$ cat src/rtl/decode_inst_queue_if.sv
// Fetch-to-decode handshake bundle for the instruction queue.
// The queue takes the slave modport; the fetch/decode side takes master.
interface decode_inst_queue_if #(
  parameter int DEPTH  = 4,
  parameter int INST_W = 32,
  parameter int PC_W   = 32
);
  logic                         fe_valid;
  logic                         fe_ready;
  logic [INST_W-1:0]            fe_inst;
  logic [PC_W-1:0]              fe_pc;
  logic                         flush;
  logic                         de_valid;
  logic                         de_ready;
  logic [INST_W-1:0]            de_inst;
  logic [PC_W-1:0]              de_pc;
  logic                         de_is_jb;
  logic                         de_delay_slot;
  logic                         de_adel;
  logic [$clog2(DEPTH+1)-1:0]   de_count;

  modport slave (
    input  fe_valid, fe_inst, fe_pc, flush, de_ready,
    output fe_ready, de_valid, de_inst, de_pc, de_is_jb, de_delay_slot, de_adel, de_count
  );

  modport master (
    output fe_valid, fe_inst, fe_pc, flush, de_ready,
    input  fe_ready, de_valid, de_inst, de_pc, de_is_jb, de_delay_slot, de_adel, de_count
  );
endinterface

$ cat src/rtl/decode_inst_queue.sv
// DEPTH-entry fetch->decode instruction FIFO with pre-decode of jump/branch class,
// delay-slot and PC-misalignment flags, plus single-cycle flush.
module decode_inst_queue #(
  parameter int DEPTH  = 4,
  parameter int INST_W = 32,
  parameter int PC_W   = 32
) (
  input  logic                 clk,
  input  logic                 resetn,
  decode_inst_queue_if.slave   q
);
  localparam int AW = $clog2(DEPTH);
  localparam int CW = $clog2(DEPTH+1);
  localparam logic [CW-1:0] FULL = CW'(DEPTH);

  logic [INST_W-1:0] inst_mem [DEPTH];
  logic [PC_W-1:0]   pc_mem   [DEPTH];
  logic [DEPTH-1:0]  jb_mem;
  logic [DEPTH-1:0]  ds_mem;
  logic [DEPTH-1:0]  adel_mem;

  logic [AW-1:0] wr_ptr;
  logic [AW-1:0] rd_ptr;
  logic [CW-1:0] count;
  logic          last_jb;

  logic          full;
  logic          empty;
  logic          push;
  logic          pop;
  logic          push_jb;
  logic [5:0]    op;
  logic [4:0]    rt;
  logic [5:0]    funct;

  assign full  = (count == FULL);
  assign empty = (count == '0);
  assign push  = q.fe_valid & ~full & ~q.flush;
  assign pop   = ~empty & q.de_ready & ~q.flush;

  assign op    = q.fe_inst[31:26];
  assign rt    = q.fe_inst[20:16];
  assign funct = q.fe_inst[5:0];

  // Jump/branch class: J, JAL, BEQ..BGTZ, REGIMM branches, JR/JALR.
  always_comb begin
    push_jb = 1'b0;
    case (op)
      6'b000010, 6'b000011, 6'b000100,
      6'b000101, 6'b000110, 6'b000111: push_jb = 1'b1;
      6'b000001: push_jb = (rt == 5'b00000) || (rt == 5'b00001) ||
                           (rt == 5'b10000) || (rt == 5'b10001);
      6'b000000: push_jb = (funct == 6'b001000) || (funct == 6'b001001);
      default:   push_jb = 1'b0;
    endcase
  end

  // Payload storage is deliberately unreset; only the control state below is.
  always_ff @(posedge clk) begin
    if (push) begin
      inst_mem[wr_ptr] <= q.fe_inst;
      pc_mem[wr_ptr]   <= q.fe_pc;
      jb_mem[wr_ptr]   <= push_jb;
      ds_mem[wr_ptr]   <= last_jb;
      adel_mem[wr_ptr] <= |q.fe_pc[1:0];
    end
  end

  always_ff @(posedge clk or negedge resetn) begin
    if (!resetn) begin
      wr_ptr  <= '0;
      rd_ptr  <= '0;
      count   <= '0;
      last_jb <= 1'b0;
    end else if (q.flush) begin
      wr_ptr  <= '0;
      rd_ptr  <= '0;
      count   <= '0;
      last_jb <= 1'b0;
    end else begin
      if (push) begin
        wr_ptr  <= wr_ptr + AW'(1);
        last_jb <= push_jb;
      end
      if (pop) rd_ptr <= rd_ptr + AW'(1);
      case ({push, pop})
        2'b10:   count <= count + CW'(1);
        2'b01:   count <= count - CW'(1);
        default: count <= count;
      endcase
    end
  end

  assign q.fe_ready      = ~full;
  assign q.de_valid      = ~empty;
  assign q.de_count      = count;
  assign q.de_inst       = empty ? '0   : inst_mem[rd_ptr];
  assign q.de_pc         = empty ? '0   : pc_mem[rd_ptr];
  assign q.de_is_jb      = empty ? 1'b0 : jb_mem[rd_ptr];
  assign q.de_delay_slot = empty ? 1'b0 : ds_mem[rd_ptr];
  assign q.de_adel       = empty ? 1'b0 : adel_mem[rd_ptr];
endmodule

$ cat src/flat_wrapper.sv
// flat-port wrapper written by rule: the top's interface ports become plain ports
module decode_inst_queue_flat 
#(
  parameter int DEPTH  = 4,
  parameter int INST_W = 32,
  parameter int PC_W   = 32
)
  (clk, resetn, q_fe_valid, q_fe_inst, q_fe_pc, q_flush, q_de_ready, q_fe_ready, q_de_valid, q_de_inst, q_de_pc, q_de_is_jb, q_de_delay_slot, q_de_adel, q_de_count);
  decode_inst_queue_if #(.DEPTH(DEPTH), .INST_W(INST_W), .PC_W(PC_W)) q_i ();
  input  logic clk;
  input  logic resetn;
  input wire logic [$bits(q_i.fe_valid)-1:0] q_fe_valid;
  input wire logic [$bits(q_i.fe_inst)-1:0] q_fe_inst;
  input wire logic [$bits(q_i.fe_pc)-1:0] q_fe_pc;
  input wire logic [$bits(q_i.flush)-1:0] q_flush;
  input wire logic [$bits(q_i.de_ready)-1:0] q_de_ready;
  output wire logic [$bits(q_i.fe_ready)-1:0] q_fe_ready;
  output wire logic [$bits(q_i.de_valid)-1:0] q_de_valid;
  output wire logic [$bits(q_i.de_inst)-1:0] q_de_inst;
  output wire logic [$bits(q_i.de_pc)-1:0] q_de_pc;
  output wire logic [$bits(q_i.de_is_jb)-1:0] q_de_is_jb;
  output wire logic [$bits(q_i.de_delay_slot)-1:0] q_de_delay_slot;
  output wire logic [$bits(q_i.de_adel)-1:0] q_de_adel;
  output wire logic [$bits(q_i.de_count)-1:0] q_de_count;
  assign q_i.fe_valid = q_fe_valid;
  assign q_i.fe_inst = q_fe_inst;
  assign q_i.fe_pc = q_fe_pc;
  assign q_i.flush = q_flush;
  assign q_i.de_ready = q_de_ready;
  assign q_fe_ready = q_i.fe_ready;
  assign q_de_valid = q_i.de_valid;
  assign q_de_inst = q_i.de_inst;
  assign q_de_pc = q_i.de_pc;
  assign q_de_is_jb = q_i.de_is_jb;
  assign q_de_delay_slot = q_i.de_delay_slot;
  assign q_de_adel = q_i.de_adel;
  assign q_de_count = q_i.de_count;
  decode_inst_queue #(.DEPTH(DEPTH), .INST_W(INST_W), .PC_W(PC_W)) u_core (.clk(clk), .resetn(resetn), .q(q_i));
endmodule
$ cat config.mk
export PLATFORM = sky130hd
export DESIGN_NAME = decode_inst_queue_flat
export DESIGN_NICKNAME = d
export VERILOG_FILES = /design/src/rtl/decode_inst_queue_if.sv /design/src/rtl/decode_inst_queue.sv /design/src/flat_wrapper.sv
export SDC_FILE = /design/constraint.sdc
export NUM_CORES = 1
export LEC_CHECK = 0
export CAP_MARGIN = 10
export CORE_MARGIN = 3
export CORE_UTILIZATION = 59
export CTS_BUF_LIST = sky130_fd_sc_hd__clkbuf_8 sky130_fd_sc_hd__clkbuf_16
export DETAILED_ROUTE_END_ITERATION = 16
export PLACE_DENSITY = 0.95
export SYNTH_ARGS = -nofsm -noshare
export SYNTH_HDL_FRONTEND = slang
export SYNTH_SLANG_ARGS = --single-unit
$ cat constraint.sdc
create_clock -name clk -period 4.2 [get_ports clk]
set_clock_uncertainty 0.05 [all_clocks]
set_input_delay 0.84 -clock clk [delete_from_list [all_inputs] [get_ports clk]]
set_output_delay 0.84 -clock clk [all_outputs]
set_load 0.03 [all_outputs]
* Word-level counts from Yosys, hierarchy flattened
Memory sizes are Yosys's and may differ from the RTL's. Cells that the tools add are included.
Word-level totals: bits in registers 20, RAM bits 256, logic and storage cells 78, memories kept 2
Memory list:
- u_core.inst_mem | depth 4, width 32, rd ports 1, clocked after memory_dff 0, wr ports 1, line decode_inst_queue.sv:16 | logic [INST_W-1:0] inst_mem [DEPTH];
- u_core.pc_mem | depth 4, width 32, rd ports 1, clocked after memory_dff 0, wr ports 1, line decode_inst_queue.sv:17 | logic [PC_W-1:0] pc_mem [DEPTH];
Operators by class: add/sub/neg operators 4, order comparisons 3, equal/unequal tests 15, multiplexer cells 27, bitwise logic cells 7, reduce and logical (&&, ||, !) cells 13
Operator list (number):
- $mux W32 | 2
- $eq A6 B3 Y1 const B | 4
- $bwmux W4 | 3
- $eq A6 B2 Y1 const B | 2
- $eq A6 B4 Y1 const B | 2
- $mux W1 | 11
- $eq A5 B5 Y1 const B | 2
- $mux W2 | 4
- $bmux W1 S2 | 3
- $eq A6 B1 Y1 const B | 1
- $logic_not A6 Y1 | 1
- $lt A2 B3 Y1 const B | 2
- $pmux W3 S2 | 1
- $reduce_or A6 Y1 | 1
- $eq A5 B1 Y1 const B | 1
- $logic_not A5 Y1 | 1
- $add A2 B1 Y2 const B | 2
- $and A1 B1 Y1 | 4
- $logic_or A1 B1 Y1 | 4
- $reduce_bool A2 Y1 | 2
- $add A3 B1 Y3 const B | 1
- $eq A3 B3 Y1 const B | 1
- $logic_not A3 Y1 | 1
- $mux W3 | 1
- other kinds (10) | 12

* Longest topological paths before layout
depth after elaboration 7, depth in mapped cells 10

* Least setup slack after synthesis
No wires, ideal clock.
path type flip-flop to flip-flop, start register u_core.count[0], in the netlist u_core.q.de_count[0], end register u_core.adel_mem[0] (enable), setup time 432 ps, arrival 2865 ps, slack 853 ps, stages on the path, launching flop included 5, path buffers 1, clock period less this slack 3347 ps, cell sequence dfrtp_1 -> buf_6 -> or3b_1 -> and3b_1 -> and2_1
On the way: word-level cells in the longest chain between the ends 4
RTL lines:
- start: declaration | line decode_inst_queue.sv:24 | logic [CW-1:0] count;
- start signal: assignment | line decode_inst_queue.sv:87 | 2'b10: count <= count + CW'(1);
- start signal: assignment | line decode_inst_queue.sv:88 | 2'b01: count <= count - CW'(1);
- start signal: assignment | line decode_inst_queue.sv:89 | default: count <= count;
- $eq A3 B3 Y1 | line decode_inst_queue.sv:36 | assign full = (count == FULL);
- $not A1 Y1
- via q_fe_ready | line flat_wrapper.sv:17 | output wire logic [$bits(q_i.fe_ready)-1:0] q_fe_ready;
- $and A1 B1 Y1 (2 in a row) | line decode_inst_queue.sv:38 | assign push = q.fe_valid & ~full & ~q.flush;
- end signal: indexed assignment | line decode_inst_queue.sv:65 | adel_mem[wr_ptr] <= |q.fe_pc[1:0];
- end: declaration | line decode_inst_queue.sv:20 | logic [DEPTH-1:0] adel_mem;
The timed path passes the listed nets, and every way through them passes these cells. A chain may end at the register's enable or synchronous reset.

* Worst setup path after layout
start register u_core.count[0], in the netlist u_core.q.de_count[0], end output port q_de_inst[15]
On the way: word-level cells in the longest chain between the ends 2
RTL lines:
- $logic_not A3 Y1 | line decode_inst_queue.sv:37 | assign empty = (count == '0);
- $mux W32 | line decode_inst_queue.sv:97 | assign q.de_inst = empty ? '0 : inst_mem[rd_ptr];
- end: declaration | line flat_wrapper.sv:19 | output wire logic [$bits(q_i.de_inst)-1:0] q_de_inst;
Every way passes these cells.

==> out/metrics.cfg <==
[setup_path]
crit_path_cell_trace = or3_2 > and2_1 > clkdlybuf4s50_1
worstSetupEndpointType = primary output
max_stage_delay_ns = 0.96
crit_path_max_fanout = 70
crit_buf_inv = 1
critical_path_start_type = flop
critPathArrivalTime_ns = 3.09
timing.critical_path.slowest_stage_cell = sky130_fd_sc_hd__or3_2
critical_path.top_delay_family = simple AND/OR/NAND/NOR gates
cp_num_cells = 3
required_ns = 3.31
timing_worst_setup_path_type = flop to primary output
worst_r2r_path_depth = 7

[run_status]
status = completed

[clock_network]
clk_tree_root_cell = sky130_fd_sc_hd__clkbuf_16
cts.sink_count = 276
postCtsResizedCells = 0
clk_pin_slew_ns = 0.06
cts_tree = done
clk-insertion-delay-late_ns = 0.51
tritoncts.num_buffers = 27
clockBufferDepth = 3
cts_hold_repair.buffers = 0
htree_num_levels = 1
post-cts-setup-buffers = 0

[cells_and_area]
area_growth_syn_to_fin_pct = 23.0
layout-drive-gt1-share_pct = 18.1
nets = 732
final_cell_mix = sky130_fd_sc_hd__edfxtp_1, sky130_fd_sc_hd__clkdlybuf4s50_1, sky130_fd_sc_hd__mux4_2, sky130_fd_sc_hd__and2_1, sky130_fd_sc_hd__clkbuf_16
antennaDiodeCount = 0
core_util_final_pct = 75.3
leading_cell_type_in_the_layout_fill_and_taps_excluded = sky130_fd_sc_hd__edfxtp_1

[power_and_ir_drop]
ir_worst_vdd_mv = 0.437
p_leak_nw = 4.28
power.density_nw_per_um2 = 483

[floorplan]
fp.coreArea_um2 = 17600
die_area_um2 = 19900
io_pins = 141
die_height_um = 141
initial_utilization_pct = 61.2
num_rows = 48
fp.dieW_um = 141

[placed_design]
place.port_buffers = 140
detailedPlacementHpwl_um = 12800
gpl.final_weighted_congestion = 0.787

[detailed_routing]
drt_iter0_drc = 397
num_vias = 5334
viasPerCell = 5.91
tritonroute_pass_1_iters = 4
wl_per_cell_um = 23.0
postRouteAntennaNets = 0
drt_drc_violations_left = 0
wl_um = 20700

[logic_synthesis]
post_synth_main_area_contributors = sky130_fd_sc_hd__edfxtp_1, sky130_fd_sc_hd__mux4_2, sky130_fd_sc_hd__and2_1
netlist-cell-type-count = 33
yosysTopAreaCell = sky130_fd_sc_hd__edfxtp_1
synth.net_count = 578
yosysWarnings = 0
yosys.area.top_type_share_pct = 74.7
post_synth.cell_area_avg_um2 = 21.4
synth_area_um2 = 10800
syn-instance-count = 504
synth-seq-cells = 276
synth.yosys.seq_area_share_pct = 76.6

[hold_path]
min_path_cells = 0
hold_path.class = flop to flop

[sta]
timing_max_transition_violations_final = 0
period_share_pct = 94.7
hold_viol_final = 0
fin_hold_ws_ns = 0.504
rsz0062_at_grt = false
max_clock_freq_mhz = 251
report.final.setup_viol = 0
totalNegativeSetupSlack_ns = 0
worst_slew_margin_rel_pct = 23.2
timing.final.crit_period_ns = 3.98
max_slew.worst_pin.slew_ns = 1.15

[grt]
gr_ovfl_total = 0
initial_antenna_violation_count = 1
vias_in_the_first_global_route = 5754
groute.usage.overall_pct = 21.5
pin_count_of_the_biggest_net_entering_global_routing = 71
grt_pass1_wl_um = 33000

[job]
maxCapViolCount = 0

==> final cells by class <==
class	count	area (um^2)
repair buffers	153	1550
fillers	942	4350
clock inverters	18	72.6
clock buffers	31	731
multi-input cells	197	2350
flip-flops and latches	276	8260
inverters	3	11.3
well taps	225	282
==> synth_stat cells (all sizes together) <==
| library cell | instances |
|---|---|
| and2 | 71 |
| ha | 4 |
| nor4b | 2 |
| fa | 1 |
| or4b | 1 |
| clkbuf | 11 |
| nand3 | 5 |
| nor3b | 2 |
| nor2 | 10 |
| or2 | 1 |
| dfrtp | 8 |
| edfxtp | 268 |
| or3 | 3 |
| nor3 | 2 |
| xnor2 | 2 |
| buf | 17 |
| or3b | 1 |
| o21ai | 2 |
| a21oi | 4 |
| o211ai | 1 |
| xor2 | 3 |
| a2111oi | 2 |
| a31oi | 1 |
| mux4 | 67 |
| nand2b | 1 |
| a21o | 1 |
| inv | 3 |
| o21a | 1 |
| nand2 | 7 |
| nor2b | 1 |
| and3b | 1 |
==> where the power goes <==
group / leakage [nW] / internal (mW) / switching [mW]
logic: 1.31 / 0.507 / 0.589
registers: 2.54 / 3.12 / 0.0424
clock network: 0.437 / 1.23 / 0.915
==> per-layer routing <==
metal	wire length, um	global-route usage [%]	up-vias
met1	7940	28.8	2731
met3	1280	4.27	50
li1	-	-	2340
met2	10900	36.7	211
met5	13	0	-
met4	609	6.17	2
==> registers in the layout, indices dropped and copies added, names as in the netlist <==
register / count
u_core.adel_mem: 4
u_core.ds_mem: 4
u_core.inst_mem: 128
u_core.jb_mem: 4
u_core.last_jb: 1
u_core.pc_mem: 128
u_core.q.de_count: 3
u_core.rd_ptr: 2
u_core.wr_ptr: 2
==> metrics by stage <==
stage	setup WS [ns]	cell area [um^2]	power, mW	cells
floorplan	0.853	10800	3.89	504
global placement	0.840	12400	4.29	854
detailed placement	0.634	12400	4.33	854
CTS	0.168	13300	6.47	903
global route	0.0343	13300	6.62	903
finish	0.221	13300	6.40	903
==> cell families after synthesis <==
kind of cell / share of synthesized area (%)
AND/OR/NAND/NOR: 5.95
adder cells (fa/ha/maj): 0.650
AO/OA/AOI/OAI: 0.709
multiplexers: 14.0
XOR/XNOR: 0.407
buffers and inverters: 1.73
flip-flops: 76.6
==> final timing paths <==
| check | from | endpoint | slack [ns] |
|---|---|---|---|
| hold / removal | u_core.last_jb | u_core.ds_mem[3] | 0.50 |
| setup reg to reg | u_core.q.de_count[0] | u_core.q.de_count[2] | 0.70 |
| setup / recovery | u_core.q.de_count[0] | q_de_inst[15] | 0.22 |
| hold reg to reg | u_core.last_jb | u_core.ds_mem[3] | 0.50 |
| min in group asynchronous | resetn | u_core.wr_ptr[1] | 0.58 |
| max in group asynchronous | resetn | u_core.rd_ptr[1] | 3.20 |
(Power assumes the default switching activity.)
